### src/rtl/apb_pkg.sv
// Shared APB definitions: phase state encoding and default bus widths.
// Also used by apb_slave, so the encoding must stay fixed.
package apb_pkg;

  localparam int APB_AW = 32;
  localparam int APB_DW = 32;

  typedef enum logic [1:0] {
    IDLE   = 2'b00,
    SETUP  = 2'b01,
    ACCESS = 2'b10
  } apb_state_e;

endpackage

### src/rtl/apb_master_if.sv
// Command/response port plus APB bus signals of the APB requester, bundled as one interface.
// Handshake: a command transfers on a PCLK edge where cmd_valid && cmd_ready; rsp_valid is a one-cycle strobe with no back-pressure.
interface apb_master_if
  import apb_pkg::*;
#(
  parameter int AW = APB_AW,
  parameter int DW = APB_DW
) ();

  logic          cmd_valid;
  logic          cmd_ready;
  logic          cmd_write;
  logic [AW-1:0] cmd_addr;
  logic [DW-1:0] cmd_wdata;
  logic          rsp_valid;
  logic [DW-1:0] rsp_rdata;
  logic          rsp_err;
  logic          PSELx;
  logic          PENABLE;
  logic          PWRITE;
  logic [AW-1:0] PADDR;
  logic [DW-1:0] PWDATA;
  logic [DW-1:0] PRDATA;
  logic          PREADY;

  modport master (
    input  cmd_valid, cmd_write, cmd_addr, cmd_wdata, PRDATA, PREADY,
    output cmd_ready, rsp_valid, rsp_rdata, rsp_err,
    output PSELx, PENABLE, PWRITE, PADDR, PWDATA
  );

  modport slave (
    output cmd_valid, cmd_write, cmd_addr, cmd_wdata, PRDATA, PREADY,
    input  cmd_ready, rsp_valid, rsp_rdata, rsp_err,
    input  PSELx, PENABLE, PWRITE, PADDR, PWDATA
  );

endinterface

### src/rtl/apb_wait_timer.sv
// Counts consecutive ACCESS wait cycles; o_expired marks the edge on which the count reaches TIMEOUT.
// TIMEOUT = 0 disables expiry.
module apb_wait_timer #(
  parameter int TIMEOUT = 16
) (
  input  logic clk,
  input  logic rst,
  input  logic i_clear,
  input  logic i_count_en,
  output logic o_expired
);

  localparam int CW = (TIMEOUT > 1) ? $clog2(TIMEOUT) : 1;
  localparam logic [CW-1:0] LAST = CW'((TIMEOUT > 0) ? TIMEOUT - 1 : 0);

  logic [CW-1:0] r_cnt;

  always_ff @(posedge clk or posedge rst) begin
    if (rst) begin
      r_cnt <= '0;
    end else if (i_clear) begin
      r_cnt <= '0;
    end else if (i_count_en) begin
      r_cnt <= r_cnt + CW'(1);
    end
  end

  // Expiry is combinational so the abort happens on the edge that would make the count equal TIMEOUT.
  assign o_expired = (TIMEOUT > 0) && i_count_en && (r_cnt == LAST);

endmodule

### src/rtl/apb_master.sv
// APB requester: single read/write commands sequenced through IDLE/SETUP/ACCESS with
// PREADY wait states, wait timeout abort, and a one-cycle registered response strobe.
module apb_master
  import apb_pkg::*;
#(
  parameter int AW      = APB_AW,
  parameter int DW      = APB_DW,
  parameter int TIMEOUT = 16
) (
  input  logic         PCLK,
  input  logic         PRESET,
  apb_master_if.master bus,
  output apb_state_e   o_dbg_state
);

  apb_state_e    r_state, w_state_n;
  logic          r_psel, r_penable, r_pwrite, r_rsp_valid, r_rsp_err;
  logic [AW-1:0] r_paddr, w_paddr_n;
  logic [DW-1:0] r_pwdata, w_pwdata_n, r_rsp_rdata, w_rsp_rdata_n;
  logic          w_psel_n, w_penable_n, w_pwrite_n;
  logic          w_rsp_valid_n, w_rsp_err_n, w_cmd_ready;
  logic          w_tmr_en, w_expired;

  assign w_tmr_en = (r_state == ACCESS) && !bus.PREADY;

  apb_wait_timer #(.TIMEOUT(TIMEOUT)) u_wait_timer (
    .clk        (PCLK),
    .rst        (PRESET),
    .i_clear    (!w_tmr_en),
    .i_count_en (w_tmr_en),
    .o_expired  (w_expired)
  );

  always_comb begin
    w_state_n     = r_state;
    w_pwrite_n    = r_pwrite;
    w_paddr_n     = r_paddr;
    w_pwdata_n    = r_pwdata;
    w_rsp_valid_n = 1'b0;
    w_rsp_err_n   = r_rsp_err;
    w_rsp_rdata_n = r_rsp_rdata;
    w_cmd_ready   = 1'b0;
    case (r_state)
      IDLE: begin
        w_cmd_ready = 1'b1;
        if (bus.cmd_valid) begin
          w_pwrite_n = bus.cmd_write;
          w_paddr_n  = bus.cmd_addr;
          w_pwdata_n = bus.cmd_wdata;
          w_state_n  = SETUP;
        end
      end
      SETUP: w_state_n = ACCESS;
      ACCESS: begin
        if (bus.PREADY) begin
          w_cmd_ready   = 1'b1;
          w_rsp_valid_n = 1'b1;
          w_rsp_err_n   = 1'b0;
          w_rsp_rdata_n = r_pwrite ? '0 : bus.PRDATA;
          // A waiting command is taken on the completion edge, keeping PSELx high.
          if (bus.cmd_valid) begin
            w_pwrite_n = bus.cmd_write;
            w_paddr_n  = bus.cmd_addr;
            w_pwdata_n = bus.cmd_wdata;
            w_state_n  = SETUP;
          end else begin
            w_state_n = IDLE;
          end
        end else if (w_expired) begin
          w_state_n     = IDLE;
          w_rsp_valid_n = 1'b1;
          w_rsp_err_n   = 1'b1;
          w_rsp_rdata_n = '0;
        end
      end
      default: begin
        w_state_n     = IDLE;
        w_pwrite_n    = 1'b0;
        w_paddr_n     = '0;
        w_pwdata_n    = '0;
        w_rsp_err_n   = 1'b0;
        w_rsp_rdata_n = '0;
      end
    endcase
    w_psel_n    = (w_state_n == SETUP) || (w_state_n == ACCESS);
    w_penable_n = (w_state_n == ACCESS);
  end

  always_ff @(posedge PCLK or posedge PRESET) begin
    if (PRESET) begin
      r_state     <= IDLE;
      r_psel      <= 1'b0;
      r_penable   <= 1'b0;
      r_pwrite    <= 1'b0;
      r_paddr     <= '0;
      r_pwdata    <= '0;
      r_rsp_valid <= 1'b0;
      r_rsp_err   <= 1'b0;
      r_rsp_rdata <= '0;
    end else begin
      r_state     <= w_state_n;
      r_psel      <= w_psel_n;
      r_penable   <= w_penable_n;
      r_pwrite    <= w_pwrite_n;
      r_paddr     <= w_paddr_n;
      r_pwdata    <= w_pwdata_n;
      r_rsp_valid <= w_rsp_valid_n;
      r_rsp_err   <= w_rsp_err_n;
      r_rsp_rdata <= w_rsp_rdata_n;
    end
  end

  assign bus.cmd_ready = w_cmd_ready;
  assign bus.PSELx     = r_psel;
  assign bus.PENABLE   = r_penable;
  assign bus.PWRITE    = r_pwrite;
  assign bus.PADDR     = r_paddr;
  assign bus.PWDATA    = r_pwdata;
  assign bus.rsp_valid = r_rsp_valid;
  assign bus.rsp_err   = r_rsp_err;
  assign bus.rsp_rdata = r_rsp_rdata;
  assign o_dbg_state   = r_state;

endmodule

### src/flat_wrapper.sv
// flat-port wrapper written by rule: the top's interface ports become plain ports
module apb_master_flat import apb_pkg::*;
#(
  parameter int AW      = APB_AW,
  parameter int DW      = APB_DW,
  parameter int TIMEOUT = 16
)
  (PCLK, PRESET, o_dbg_state, bus_cmd_valid, bus_cmd_write, bus_cmd_addr, bus_cmd_wdata, bus_PRDATA, bus_PREADY, bus_cmd_ready, bus_rsp_valid, bus_rsp_rdata, bus_rsp_err, bus_PSELx, bus_PENABLE, bus_PWRITE, bus_PADDR, bus_PWDATA);
  apb_master_if #(.AW(AW), .DW(DW)) bus_i ();
  input  logic PCLK;
  input  logic PRESET;
  output apb_state_e o_dbg_state;
  input wire logic [$bits(bus_i.cmd_valid)-1:0] bus_cmd_valid;
  input wire logic [$bits(bus_i.cmd_write)-1:0] bus_cmd_write;
  input wire logic [$bits(bus_i.cmd_addr)-1:0] bus_cmd_addr;
  input wire logic [$bits(bus_i.cmd_wdata)-1:0] bus_cmd_wdata;
  input wire logic [$bits(bus_i.PRDATA)-1:0] bus_PRDATA;
  input wire logic [$bits(bus_i.PREADY)-1:0] bus_PREADY;
  output wire logic [$bits(bus_i.cmd_ready)-1:0] bus_cmd_ready;
  output wire logic [$bits(bus_i.rsp_valid)-1:0] bus_rsp_valid;
  output wire logic [$bits(bus_i.rsp_rdata)-1:0] bus_rsp_rdata;
  output wire logic [$bits(bus_i.rsp_err)-1:0] bus_rsp_err;
  output wire logic [$bits(bus_i.PSELx)-1:0] bus_PSELx;
  output wire logic [$bits(bus_i.PENABLE)-1:0] bus_PENABLE;
  output wire logic [$bits(bus_i.PWRITE)-1:0] bus_PWRITE;
  output wire logic [$bits(bus_i.PADDR)-1:0] bus_PADDR;
  output wire logic [$bits(bus_i.PWDATA)-1:0] bus_PWDATA;
  assign bus_i.cmd_valid = bus_cmd_valid;
  assign bus_i.cmd_write = bus_cmd_write;
  assign bus_i.cmd_addr = bus_cmd_addr;
  assign bus_i.cmd_wdata = bus_cmd_wdata;
  assign bus_i.PRDATA = bus_PRDATA;
  assign bus_i.PREADY = bus_PREADY;
  assign bus_cmd_ready = bus_i.cmd_ready;
  assign bus_rsp_valid = bus_i.rsp_valid;
  assign bus_rsp_rdata = bus_i.rsp_rdata;
  assign bus_rsp_err = bus_i.rsp_err;
  assign bus_PSELx = bus_i.PSELx;
  assign bus_PENABLE = bus_i.PENABLE;
  assign bus_PWRITE = bus_i.PWRITE;
  assign bus_PADDR = bus_i.PADDR;
  assign bus_PWDATA = bus_i.PWDATA;
  apb_master #(.AW(AW), .DW(DW), .TIMEOUT(TIMEOUT)) u_core (.PCLK(PCLK), .PRESET(PRESET), .bus(bus_i), .o_dbg_state(o_dbg_state));
endmodule
### config.mk
export PLATFORM = sky130hd
export DESIGN_NAME = apb_master_flat
export DESIGN_NICKNAME = d
export VERILOG_FILES = /design/src/rtl/apb_pkg.sv /design/src/rtl/apb_master_if.sv /design/src/rtl/apb_wait_timer.sv /design/src/rtl/apb_master.sv /design/src/flat_wrapper.sv
export SDC_FILE = /design/constraint.sdc
export NUM_CORES = 1
export LEC_CHECK = 0
export ABC_AREA = 1
export BUFFER_PORTS_ARGS = -buffer_cell sky130_fd_sc_hd__buf_2
export CORE_UTILIZATION = 51
export CTS_BUF_LIST = sky130_fd_sc_hd__clkbuf_2 sky130_fd_sc_hd__clkbuf_4 sky130_fd_sc_hd__clkbuf_8
export DETAILED_ROUTE_END_ITERATION = 10
export PLACE_DENSITY = 0.94
export SETUP_SLACK_MARGIN = 0.2
export SLEW_MARGIN = 15
export SYNTH_ARGS = -nofsm -noshare
export SYNTH_HDL_FRONTEND = slang
export SYNTH_HIERARCHICAL = 1
export SYNTH_SLANG_ARGS = --single-unit
### constraint.sdc
create_clock -name PCLK -period 5.6 [get_ports PCLK]
set_input_delay 0.28 -clock PCLK [delete_from_list [all_inputs] [get_ports PCLK]]
set_output_delay 0.28 -clock PCLK [all_outputs]
set_load 0.02 [all_outputs]
==> results.py <==
metrics = {
    "run_status": {
        "status": "complete, but fails checks",
        "violations": "design-rule violations",
    },
    "power_and_ir_drop": {
        "p_per_area_nw_per_um2": 418,
        "switchingPower_w": 0.000886,
        "p_int_w": 0.00141,
        "power.share.clock_pct": 20.6,
        "ir_drop_v": 0.000200,
        "seq_power_share_pct": 45.9,
        "p_comb_share_pct": 33.4,
        "p_sw_share_pct": 38.6,
        "finalPower_w": 0.00230,
        "p_leak_nw": 3.31,
    },
    "worst_setup_path": {
        "r2r-end": "u_core/bus.rsp_rdata[31]$_DFFE_PP0P_",
        "cp-start-kind": "register",
        "worst-r2r-setup-slack_ns": 2.95,
        "path_class": "reg -> reg",
        "worstSetupStartpoint": "u_core/o_dbg_state[0]$_DFF_PP0_",
        "arrival_ns": 2.89,
        "r2r_cells": 10,
        "cp-endpoint": "u_core/bus.rsp_rdata[31]$_DFFE_PP0P_",
        "endpoint_kind": "register",
        "worstReg2RegStart": "u_core/o_dbg_state[0]$_DFF_PP0_",
        "required_ns": 5.84,
        "crit_fanout": 33,
    },
    "global_routing": {
        "met2_usage_pct": 43.7,
        "grt_busiest_layer": "met2",
        "grt_util_met1_pct": 27.8,
        "grt_pass1_wl_mm": 16.7,
        "grt_usage_pct": 24.4,
        "antenna_found_initial": 0,
        "grt_max_degree": 67,
        "grt_pass1_vias": 3729,
        "overflow": 0,
        "gr-usage-met3_pct": 4.77,
    },
    "floorplan": {
        "ios": 205,
        "dieWidth_um": 93.7,
        "initial_core_util_pct": 52.5,
        "dieArea_um2": 8790,
        "die_y_um": 93.7,
        "core_region_area_um2": 8180,
        "row_count": 33,
    },
    "clock_network": {
        "clkTransAtPathRegs_ns": 0.10,
        "cts_buffer_depth": 2,
        "cts_resized": 0,
        "clock_sinks": 107,
        "cts_tree": "done",
        "clock_tree.root_cell": "clkbuf_8",
        "cts_buffers": 9,
        "insertion_delay_ns": 0.37,
        "h-tree-depth": 3,
    },
    "timing": {
        "fin_crit_ns": 2.65,
        "slew_viol_final": 0,
        "clock-skew-final_ns": 0.0145,
        "maxClockFrequency_mhz": 377,
        "post-route-period-util_pct": 47.3,
        "grt_setup_unrepaired": "no",
        "hold_viol": 0,
        "slew_headroom_pct": 23.9,
        "setup-violations-final": 0,
        "worstMarginPinSlew_ns": 1.14,
        "fin_setup_tns_ns": 0,
    },
    "placement": {
        "placedCellCount": 758,
        "gp_congestion": 0.742,
        "io_buffers": 204,
        "hpwlAfterDp_mm": 7.66,
    },
    "yosys": {
        "yosysUniqueCellTypes": 15,
        "yosysSeqAreaShare_pct": 62.4,
        "synth.cell_area_um2": 4290,
        "synth_nets": 580,
        "post_synth.cell_area_avg_um2": 9.00,
        "ys_top_cells_by_area": "dfrtp_1 (62%), nand2_1 (18%), nand3_1 (11%)",
        "synthCells": 477,
        "yosysTopAreaCell": "dfrtp_1",
        "synth-seq-cells": 107,
        "yosysWarnings": 6,
        "yosys.area.top_type_share_pct": 62.4,
    },
    "layout": {
        "antenna_cells": 0,
        "finalNonFillerCells": 774,
        "nets": 768,
        "fin_util_pct": 67.2,
        "area_growth_pct": 28.1,
        "drive_above_1_share_pct": 34.2,
    },
    "detailed_routing": {
        "wire_per_inst_um": 14.0,
        "drc_errors": 2,
        "vias": 3972,
        "drt_iter0_drc": 211,
        "ant_nets": 0,
        "viasPerCell": 5.13,
        "first_pass_iters": 8,
        "totalWireLength_mm": 10.9,
    },
    "min_path": {
        "worstHoldPathType": "in -> reg",
    },
    "job": {
        "cap_violations": 0,
    },
}
[final cells by class]
class / count / area [um2]
Tap cell: 105 / 131
Multi-Input combinational cell: 327 / 1390
Sequential cell: 107 / 2680
Fill cell: 656 / 2680
Clock buffer: 10 / 138
Inverter: 13 / 51.3
Timing Repair Buffer: 207 / 1050
Clock inverter: 5 / 62.6
[stage by stage]
step,hold WS [ns],cell area (um2),setup WS [ns]
2_1_floorplan,0.0461,4290,2.62
3_3_place_gp,0.197,5280,3.30
3_5_place_dp,0.201,5280,3.04
4_1_cts,0.0891,5490,3.02
5_1_grt,0.0978,5500,2.70
6_report,0.104,5500,2.95
[how the worst min path moves through the flow]
stage / from / slack, ns / cells after the start / end
6_report: bus_cmd_wdata[0] / 0.10 / 3 / u_core/bus.PWDATA[0]$_DFFE_PP0P_
5_1_grt: bus_cmd_wdata[4] / 0.1 / 3 / u_core/bus.PWDATA[4]$_DFFE_PP0P_
4_1_cts: bus_cmd_wdata[0] / 0.09 / 3 / u_core/bus.PWDATA[0]$_DFFE_PP0P_
3_5_place_dp: PRESET / 0.20 / 2 / u_core/u_wait_timer/r_cnt[2]$_DFFE_PP0P_
3_3_place_gp: PRESET / 0.20 / 2 / u_core/u_wait_timer/r_cnt[2]$_DFFE_PP0P_
2_1_floorplan: PRESET / 0.05 / 1 / u_core/u_wait_timer/r_cnt[0]$_DFFE_PP0P_
[what timing repair did]
item,CTS,global route
setup buffers,0,0
hold endpoints to repair,38,0
hold buffers,1,0
[cell usage in the layout (no fill, tap or decap), drive strengths merged]
cell type / n
bufinv: 1
dfrtp: 107
nand2: 209
clkinv: 1
inv: 14
dlygate4sd3: 1
clkinvlp: 2
a21oi: 3
clkbuf: 10
o21ai: 2
nor2: 13
buf: 206
ha: 2
nand3: 98
[sequential cells by signal, summed over array words and instances (netlist names)]
register,flops
u_core/bus.PADDR,32
u_core/bus.PENABLE,1
u_core/bus.PSELx,1
u_core/bus.PWDATA,32
u_core/bus.PWRITE,1
u_core/bus.rsp_err,1
u_core/bus.rsp_rdata,32
u_core/bus.rsp_valid,1
u_core/o_dbg_state,2
u_core/u_wait_timer/r_cnt,4
[power groups by stage]
| stage | Clock [W] | Combinational [W] | Sequential, W |
|---|---|---|---|
| 3_3_place_gp | 0 | 0.000746 | 0.00106 |
| 6_report | 0.000474 | 0.000768 | 0.00105 |
| 3_5_place_dp | 0 | 0.000773 | 0.00107 |
| 2_1_floorplan | 0 | 0.000263 | 0.00129 |
| 4_1_cts | 0.000486 | 0.000772 | 0.00105 |
| 5_1_grt | 0.000512 | 0.000835 | 0.00107 |
[Yosys cell counts, drive strengths merged]
master / number
buf: 26
o21ai: 2
nand2: 209
nand3: 98
ha: 2
inv: 13
a21oi: 3
dfrtp: 107
nor2: 13
clkbuf: 4
[per-layer routing]
layer	up-vias	part of all wire [%]	routed length [um]
li1	1884	-	-
met1	1866	40	4330
met2	192	50	5460
met3	30	7.2	784
met4	0	2.7	299
met5	-	0	0
[kinds of logic after synthesis]
| logic type | Yosys count | synth area share (%) |
|---|---|---|
| flops | 107 | 62.4 |
| fa+ha+maj | 2 | 0.583 |
| compound gates | 5 | 0.583 |
| simple gates | 320 | 31.0 |
| buf+inv | 43 | 5.45 |
[critical path, stage by stage (launching register included)]
cell and delay, ns:
dfrtp_1 0.46, inv_1 0.10, nand2_1 0.09, nor2_1 0.41, nand3_1 0.16, nor2_1 0.15, nor2_1 0.08, nand2_1 0.08
nand2_1 0.62, nand2_1 0.29, nand2_1 0.08
Power figures use the tool's default switching activity.
